==> config.mk <==
export PLATFORM = sky130hd
export DESIGN_NAME = gate_bank_filt
export DESIGN_NICKNAME = d
export VERILOG_FILES = /design/src/rtl/gate_bank_filt.sv
export SDC_FILE = /design/constraint.sdc
export NUM_CORES = 1
export LEC_CHECK = 0
export BUFFER_PORTS_ARGS = -buffer_cell sky130_fd_sc_hd__buf_2
export CAP_MARGIN = 0
export CORE_UTILIZATION = 30
export DETAILED_ROUTE_END_ITERATION = 6
export PLACE_DENSITY = 0.58
export SYNTH_ARGS = -nofsm -noshare
export SYNTH_HDL_FRONTEND = slang
export SYNTH_SLANG_ARGS = --single-unit
==> constraint.sdc <==
create_clock -name CLK -period 2.6 [get_ports CLK]
set_clock_uncertainty 0.05 [all_clocks]
set_input_delay 0.39 -clock CLK [delete_from_list [all_inputs] [get_ports CLK]]
set_output_delay 0.39 -clock CLK [all_outputs]
set_load 0.03 [all_outputs]
==> src/rtl/gate_bank_filt.sv <==
// Bank of run-time selectable logic gates with synchronised pin inputs and
// per-channel glitch filtering on the registered outputs.
module gate_bank_filt #(
  parameter int CHANNELS    = 3,
  parameter int INPUTS      = 3,
  parameter int FILT_CYCLES = 4
) (
  input  logic                         CLK,
  input  logic                         RST,
  input  logic                         EN,
  input  logic [2:0]                   MODE,
  input  logic [CHANNELS*INPUTS-1:0]   A,
  output logic [CHANNELS-1:0]          Y,
  output logic [CHANNELS-1:0]          CHG
);

  localparam int              CW       = $clog2(FILT_CYCLES + 1);
  localparam logic [CW-1:0]   CNT_LAST = CW'(FILT_CYCLES - 1);

  localparam logic [2:0] MODE_NAND = 3'b001;
  localparam logic [2:0] MODE_OR   = 3'b010;
  localparam logic [2:0] MODE_NOR  = 3'b011;
  localparam logic [2:0] MODE_XOR  = 3'b100;
  localparam logic [2:0] MODE_XNOR = 3'b101;

  logic [CHANNELS*INPUTS-1:0] aMeta_q, aSync_q;
  logic [2:0]                 modeMeta_q, modeSync_q;
  logic [CHANNELS-1:0]        raw;
  logic [CHANNELS-1:0]        y_q, y_d;
  logic [CHANNELS-1:0]        chg_q, chg_d;
  logic [CW-1:0]              cnt_q [CHANNELS];
  logic [CW-1:0]              cnt_d [CHANNELS];

  // Two-flop synchronisers for every asynchronous pin.
  always_ff @(posedge CLK or posedge RST) begin
    if (RST) begin
      aMeta_q    <= '0;
      aSync_q    <= '0;
      modeMeta_q <= '0;
      modeSync_q <= '0;
    end else begin
      aMeta_q    <= A;
      aSync_q    <= aMeta_q;
      modeMeta_q <= MODE;
      modeSync_q <= modeMeta_q;
    end
  end

  always_comb begin
    logic [INPUTS-1:0] bits;
    bits = '0;
    raw  = '0;
    for (int c = 0; c < CHANNELS; c++) begin
      bits = aSync_q[c*INPUTS +: INPUTS];
      case (modeSync_q)
        MODE_NAND: raw[c] = ~(&bits);
        MODE_OR:   raw[c] = |bits;
        MODE_NOR:  raw[c] = ~(|bits);
        MODE_XOR:  raw[c] = ^bits;
        MODE_XNOR: raw[c] = ~(^bits);
        default:   raw[c] = &bits;
      endcase
    end
  end

  // Y flips only on the FILT_CYCLES-th consecutive enabled mismatch; any
  // matching edge restarts the count.
  always_comb begin
    y_d   = y_q;
    chg_d = '0;
    cnt_d = cnt_q;
    if (EN) begin
      for (int c = 0; c < CHANNELS; c++) begin
        if (raw[c] == y_q[c]) begin
          cnt_d[c] = '0;
        end else if (cnt_q[c] == CNT_LAST) begin
          y_d[c]   = raw[c];
          chg_d[c] = 1'b1;
          cnt_d[c] = '0;
        end else begin
          cnt_d[c] = cnt_q[c] + 1'b1;
        end
      end
    end
  end

  always_ff @(posedge CLK or posedge RST) begin
    if (RST) begin
      y_q   <= '0;
      chg_q <= '0;
      for (int c = 0; c < CHANNELS; c++) begin
        cnt_q[c] <= '0;
      end
    end else begin
      y_q   <= y_d;
      chg_q <= chg_d;
      for (int c = 0; c < CHANNELS; c++) begin
        cnt_q[c] <= cnt_d[c];
      end
    end
  end

  assign Y   = y_q;
  assign CHG = chg_q;

endmodule

==> results of run 1 <==
==> state kept, by name, summed over array words and instances, names as in the netlist <==
register and flops:
modeSync_q 3, cnt_q 9, aSync_q 9, aMeta_q 9, modeMeta_q 3, Y 3
CHG 3
==> layer usage <==
metal | track usage | vias up | part of all wire
met5 | 0 | - | 0
met4 | 0.05893 | 0 | 0.018
met3 | 0.03034 | 4 | 0.047
met2 | 0.1571 | 22 | 0.43
met1 | 0.1304 | 558 | 0.50
li1 | - | 626 | -
==> final cells by class <==
class | count | share of cell area
Sequential cell | 39 | 0.4545
Multi-Input combinational cell | 105 | 0.3671
Timing Repair Buffer | 21 | 0.05012
Tap cell | 75 | 0.04371
Clock buffer | 6 | 0.03380
Clock inverter | 2 | 0.02797
Inverter | 13 | 0.02273
==> final timing paths <==
check	startpoint	end	cells after the start
min in group CLK	A[2]	aMeta_q[2]	1
worst max register to register	aSync_q[3]	cnt_q[3]	7
max in group asynchronous	RST	cnt_q[0]	3
worst max-delay path	aSync_q[3]	cnt_q[3]	7
worst min-delay path	RST	cnt_q[3]	3
worst min register to register	modeMeta_q[0]	modeSync_q[0]	0
==> critical path, cell delays in order, from the launching register on <==
cell	delay, ns
dfrtp_1	0.35
inv_1	0.04
ha_1	0.30
xor2_1	0.16
a221o_1	0.32
a2111o_1	0.48
mux2_2	0.26
o221ai_1	0.09
==> through the flow <==
step | power (mW) | cells | hold WS [ns]
detailed placement | 1.198 | 253 | 0.2847
global route | 1.880 | 261 | 0.1386
CTS | 1.784 | 261 | 0.1442
floorplan | 1.102 | 162 | 0.2812
finish | 1.757 | 261 | 0.1502
global placement | 1.189 | 253 | 0.2828
==> cell usage after synthesis, drive strengths merged <==
cell,count
nor3,3
and2b,2
a2111o,1
nand2,12
nor3b,4
clkbuf,3
a31oi,1
nand4b,1
nand3,5
a22o,1
and4bb,1
or2b,2
a211oi,1
a32oi,1
and2,3
dfrtp,39
a221o,3
nand3b,2
nand2b,6
xor2,3
or3,1
a21oi,4
nor2,5
nand4,4
a22oi,1
o32ai,1
o221ai,4
a211o,2
ha,9
a21boi,1
o31ai,2
o21ai,6
inv,13
nor2b,3
o311ai,2
buf,2
mux2,3
xnor2,3
nor4b,1
and3b,1
==> kinds of logic (layout without fill, tap and decap cells) <==
group	count (synthesis)	count (layout)	share of synthesized area
compound gates	31	31	0.1324
xor+xnor	6	6	0.03211
fa+ha+maj	9	9	0.06020
buf+inv	18	42	0.05686
flops	39	39	0.5217
mux	3	3	0.01806
simple gates	56	56	0.1786
==> power by group <==
part,internal [mW],switching (mW)
sequential,0.695,0.0889
clock,0.383,0.197
combinational,0.172,0.221
==> flow_metrics.env, run 1 <==
export IMPL_grt_max_degree=40
export IMPL_ant_nets=0
export IMPL_synthCells=162
export IMPL_powerDensity_nw_per_um2=818.2
export IMPL_cp_arrival_ns=2.28
export IMPL_area_delta_synth_final_pct=14.78
export IMPL_yosysTopAreaCell="dfrtp_1"
export IMPL_io_pins=21
export IMPL_rows=28
export IMPL_regArea_um2=975.9
export IMPL_syn_avg_cell_area_um2=11.55
export IMPL_cts_htree_levels=2
export IMPL_clock_path_buffers=2
export IMPL_synth_area_leaders="dfrtp_1 52%, ha_1 6.0%, inv_1 2.6%, nand2_1 2.4%, clkbuf_8 2.2%"
export IMPL_critPathRequiredTime_ns=2.69
export IMPL_min_period_over_period=0.8439
export IMPL_first_global_vias=1154
export IMPL_wl_per_cell_um=10.82
export IMPL_ys_warnings_count=0
export IMPL_hpwl_mm=1.971
export IMPL_die_h_um=80.96
export IMPL_cts_setup_buffers=0
export IMPL_ys_seq_area_frac=0.5217
export IMPL_rrSetupSlack_ns=0.41
export IMPL_layout_commonest_cell="dfrtp_1"
export IMPL_slew_viol_final=0
export IMPL_final_util=0.3605
export IMPL_cts_tree="done"
export IMPL_worstPathMaxFanout=6
export IMPL_max_freq_mhz=455.8
export IMPL_synth_seq_cells=39
export IMPL_p_leak_nw=0.9697
export IMPL_cts_sinks=39
export IMPL_multi_input_area_um2=788.3
export IMPL_io_buffer_count=20
export IMPL_grt_usage=0.1033
export IMPL_cts_buffers=5
export IMPL_worstSetupEndpointType="flip-flop"
export IMPL_coreArea_um2=5956
export IMPL_drt_iter0_drc=25
export IMPL_routed_wl_mm=2.823
export IMPL_cts_root_buf="clkbuf_8"
export IMPL_die_area_um2=6555
export IMPL_rsz0062_at_grt="no"
export IMPL_die_x_um=80.96
export IMPL_route_detailed_drc=0
export IMPL_routed_via_density=4.636
export IMPL_hold_viol_final=0
export IMPL_grt_pass1_wl_mm=5.099
export IMPL_antenna_found_initial=0
export IMPL_n_antenna_cell=0
export IMPL_clock_latency_ns=0.28
export IMPL_clk_pin_slew_worst_paths_ns=0.07
export IMPL_finish_instance_area_um2=2147
export IMPL_placed_cell_area_um2=2014
export IMPL_cts_hold_fix_buffers=0
export IMPL_setup_tns_final_ns=0
export IMPL_fin_ws_ns=0.4058
export IMPL_status="finished clean"
export IMPL_max_slew_margin_rel=0.6291
export IMPL_drtPass1Iterations=4
export IMPL_ys_types=47
export IMPL_cts_repair_resized=0
export IMPL_cap_violations=0
export IMPL_syn_nets=186
export IMPL_layout_common_cells="39 x dfrtp_1, 20 x buf_2, 13 x inv_1"
export IMPL_setup_viol_count_final=0
export IMPL_layout_drive_gt1_share=0.2151
export IMPL_fillerInstances=595
export IMPL_yosys_area_top_type_share=0.5217
export IMPL_tightest_slew_ns=0.5526
export IMPL_crit_type="flip-flop to flip-flop"
export IMPL_routed_via_count=1210
export IMPL_gp_congestion=0.7933
export IMPL_fin_nets=209
export IMPL_place_ws_ns=0.3985
export IMPL_period_minus_slack_ns=2.194
export IMPL_overflow=0
export IMPL_worstSetupStartpointType="flip-flop"
export IMPL_syn_cell_area_um2=1871
export IMPL_initial_core_util=0.3141
export IMPL_peakVddDrop_mv=0.3236
export IMPL_min_path_type="input port to asynchronous set/reset pin"
(Power assumes the default switching activity.)
==> inputs of run 2 (changes only) <==
Clock period 2.6 ns to 2.1 ns, I/O delays scaled along.
==> flow_metrics.env, run 2 (same netlist as run 1, synthesis figures left out) <==
export IMPL_max_slew_margin_rel=0.5709
export IMPL_cts_tree="done"
export IMPL_routed_wl_mm=3.015
export IMPL_instances_no_fill=266
export IMPL_route_detailed_drc=0
export IMPL_critPathRequiredTime_ns=2.19
export IMPL_grt_usage=0.1079
export IMPL_max_freq_mhz=463.2
export IMPL_cp_arrival_ns=2.25
export IMPL_layout_common_cells="39 x dfrtp_1, 20 x buf_2, 12 x nand2_1"
export IMPL_cp_num_buf_inv=1
export IMPL_hpwl_mm=2.052
export IMPL_clkPwrFrac=0.292
export IMPL_tightest_slew_ns=0.6394
export IMPL_cts_hold_fix_buffers=0
export IMPL_switching_share=0.3183
export IMPL_crit_family="compound AO/OA/AOI/OAI gates"
export IMPL_io_pins=21
export IMPL_drt_iter0_drc=33
export IMPL_final_util=0.3710
export IMPL_dr_max_layer_used="met4"
export IMPL_worstSetupStartpointType="flip-flop"
export IMPL_clock_latency_ns=0.29
export IMPL_layout_commonest_cell="dfrtp_1"
export IMPL_slew_viol_final=0
export IMPL_min_path_type="input port to asynchronous set/reset pin"
export IMPL_cap_violations=0
export IMPL_dp_cells=256
export IMPL_worstPathMaxFanout=4
export IMPL_io_buffer_count=20
export IMPL_overflow=0
export IMPL_die_h_um=80.96
export IMPL_share_comb_of_total_power=0.251
export IMPL_grt_pass1_wl_mm=5.361
export IMPL_gp_congestion=0.7849
export IMPL_rsz0062_at_grt="yes"
export IMPL_rows=28
export IMPL_switchingPower_uw=676.3
export IMPL_dr_wl_met2_mm=1.409
export IMPL_status="finished with violations"
export IMPL_met3WireLength_um=123
export IMPL_period_minus_slack_ns=2.159
export IMPL_cp_cell_sequence="inv_2, ha_4, xor2_2, a221o_1, a2111o_1, mux2_2, o221ai_1"
export IMPL_wl_met1_mm=1.432
export IMPL_largestRegisters="aMeta_q x9, aSync_q x9, cnt_q x9"
export IMPL_antenna_found_initial=0
export IMPL_powerDensity_nw_per_um2=961.5
export IMPL_initial_core_util=0.3141
export IMPL_cts_buffers=5
export IMPL_die_area_um2=6555
export IMPL_cts_sinks=39
export IMPL_clk_pin_slew_worst_paths_ns=0.08
export IMPL_p_int_mw=1.448
export IMPL_coreArea_um2=5956
export IMPL_p_leak_nw=0.9976
export IMPL_routed_via_density=4.763
export IMPL_cts_root_buf="clkbuf_8"
export IMPL_clock_path_buffers=2
export IMPL_area_delta_synth_final_pct=18.13
export IMPL_peakVddDrop_mv=0.3421
export IMPL_min_period_over_period=1.028
export IMPL_routed_via_count=1267
export IMPL_sequentialPowerShare=0.457
export IMPL_die_x_um=80.96
export IMPL_fillerInstances=610
export IMPL_cts_htree_levels=2
export IMPL_wl_per_cell_um=11.33
export IMPL_worstSetupEndpointType="flip-flop"
export IMPL_drtPass1Iterations=4
export IMPL_n_antenna_cell=0
export IMPL_fin_nets=214
export IMPL_violations="negative setup slack"
export IMPL_layout_drive_gt1_share=0.2775
export IMPL_grt_max_degree=40
export IMPL_slowest_delay_ns=0.47
export IMPL_setup_viol_count_final=4
export IMPL_ant_nets=0
export IMPL_crit_type="flip-flop to flip-flop"
export IMPL_first_global_vias=1254
export IMPL_fin_ws_ns=-0.05897
export IMPL_hold_viol_final=0
export IMPL_cp_slowest_cell="a2111o_1"
run 2: cell types whose count changed in the layout (fill, tap and decap cells not counted), sizes merged:
| cell | change |
|---|---|
| buf | +5 |
| bufinv | -1 |
| clkbuf | -1 |
| clkinv | +2 |
run 2: final timing paths:
path                            start       endpoint  slack [ns]  cells after the start
max                        aSync_q[3]       cnt_q[4]       -0.06                      7
min                               RST         CHG[2]        0.07                      3
max reg2reg                aSync_q[3]       cnt_q[4]       -0.06                      7
min reg2reg                aMeta_q[5]     aSync_q[5]        0.30                      0
max in group asynchronous         RST  modeMeta_q[1]        1.60                      3
min in group CLK                 A[6]     aMeta_q[6]        0.07                      1
run 2: repair_timing:
| action | 4_1_cts | 5_1_grt |
|---|---|---|
| pin swaps | 0 | 0 |
| cloned | 0 | 0 |
| resized for setup | 1 | 10 |
| endpoints found under the setup margin | 3 | 5 |
| setup buffers | 2 | 0 |
run 2: metrics by stage:
stage                     setup WS (ns)  setup TNS, ns  power [mW]  hold WS [ns]  area, um^2
after floorplan                 0.03872              0       1.364        0.2812        1871
after global placement         -0.06286        -0.1474       1.475        0.2821        2037
after detailed placement        -0.1131        -0.2893       1.497        0.2847        2037
after CTS                      -0.08580        -0.2985       2.130       0.06303        2165
after global routing            -0.1400        -0.5091       2.290       0.05251        2210
final                          -0.05897        -0.1313       2.124       0.07054        2210
run 2: cell type report:
cell class                      count  area (um^2)  share of cell area
Sequential cell                    39        975.9              0.4417
Multi-Input combinational cell    105        829.5              0.3754
Timing Repair Buffer               26        148.9             0.06738
Tap cell                           75        93.84             0.04247
Clock buffer                        5        68.82             0.03114
Inverter                           13        48.80             0.02208
Clock inverter                      3        43.79             0.01982
run 2: power by group through the flow:
stage	clock network [mW]	logic, mW	registers [mW]
finish	0.620	0.533	0.972
global route	0.689	0.611	0.990
CTS	0.642	0.515	0.973
detailed placement	0	0.509	0.988
global placement	0	0.494	0.981
floorplan	0	0.346	1.02
run 2: metal layers:
metal,GRT usage,vias to the layer above
met5,0,-
met4,0.04821,0
met3,0.03371,5
met2,0.1765,22
met1,0.1298,612
li1,-,628
run 2: worst register-to-register path, cell delays in order (launching register included):
cell and delay, ns:
dfrtp_1 0.39, inv_2 0.07, ha_4 0.20, xor2_2 0.14, a221o_1 0.32, a2111o_1 0.47
mux2_2 0.26, o221ai_1 0.10
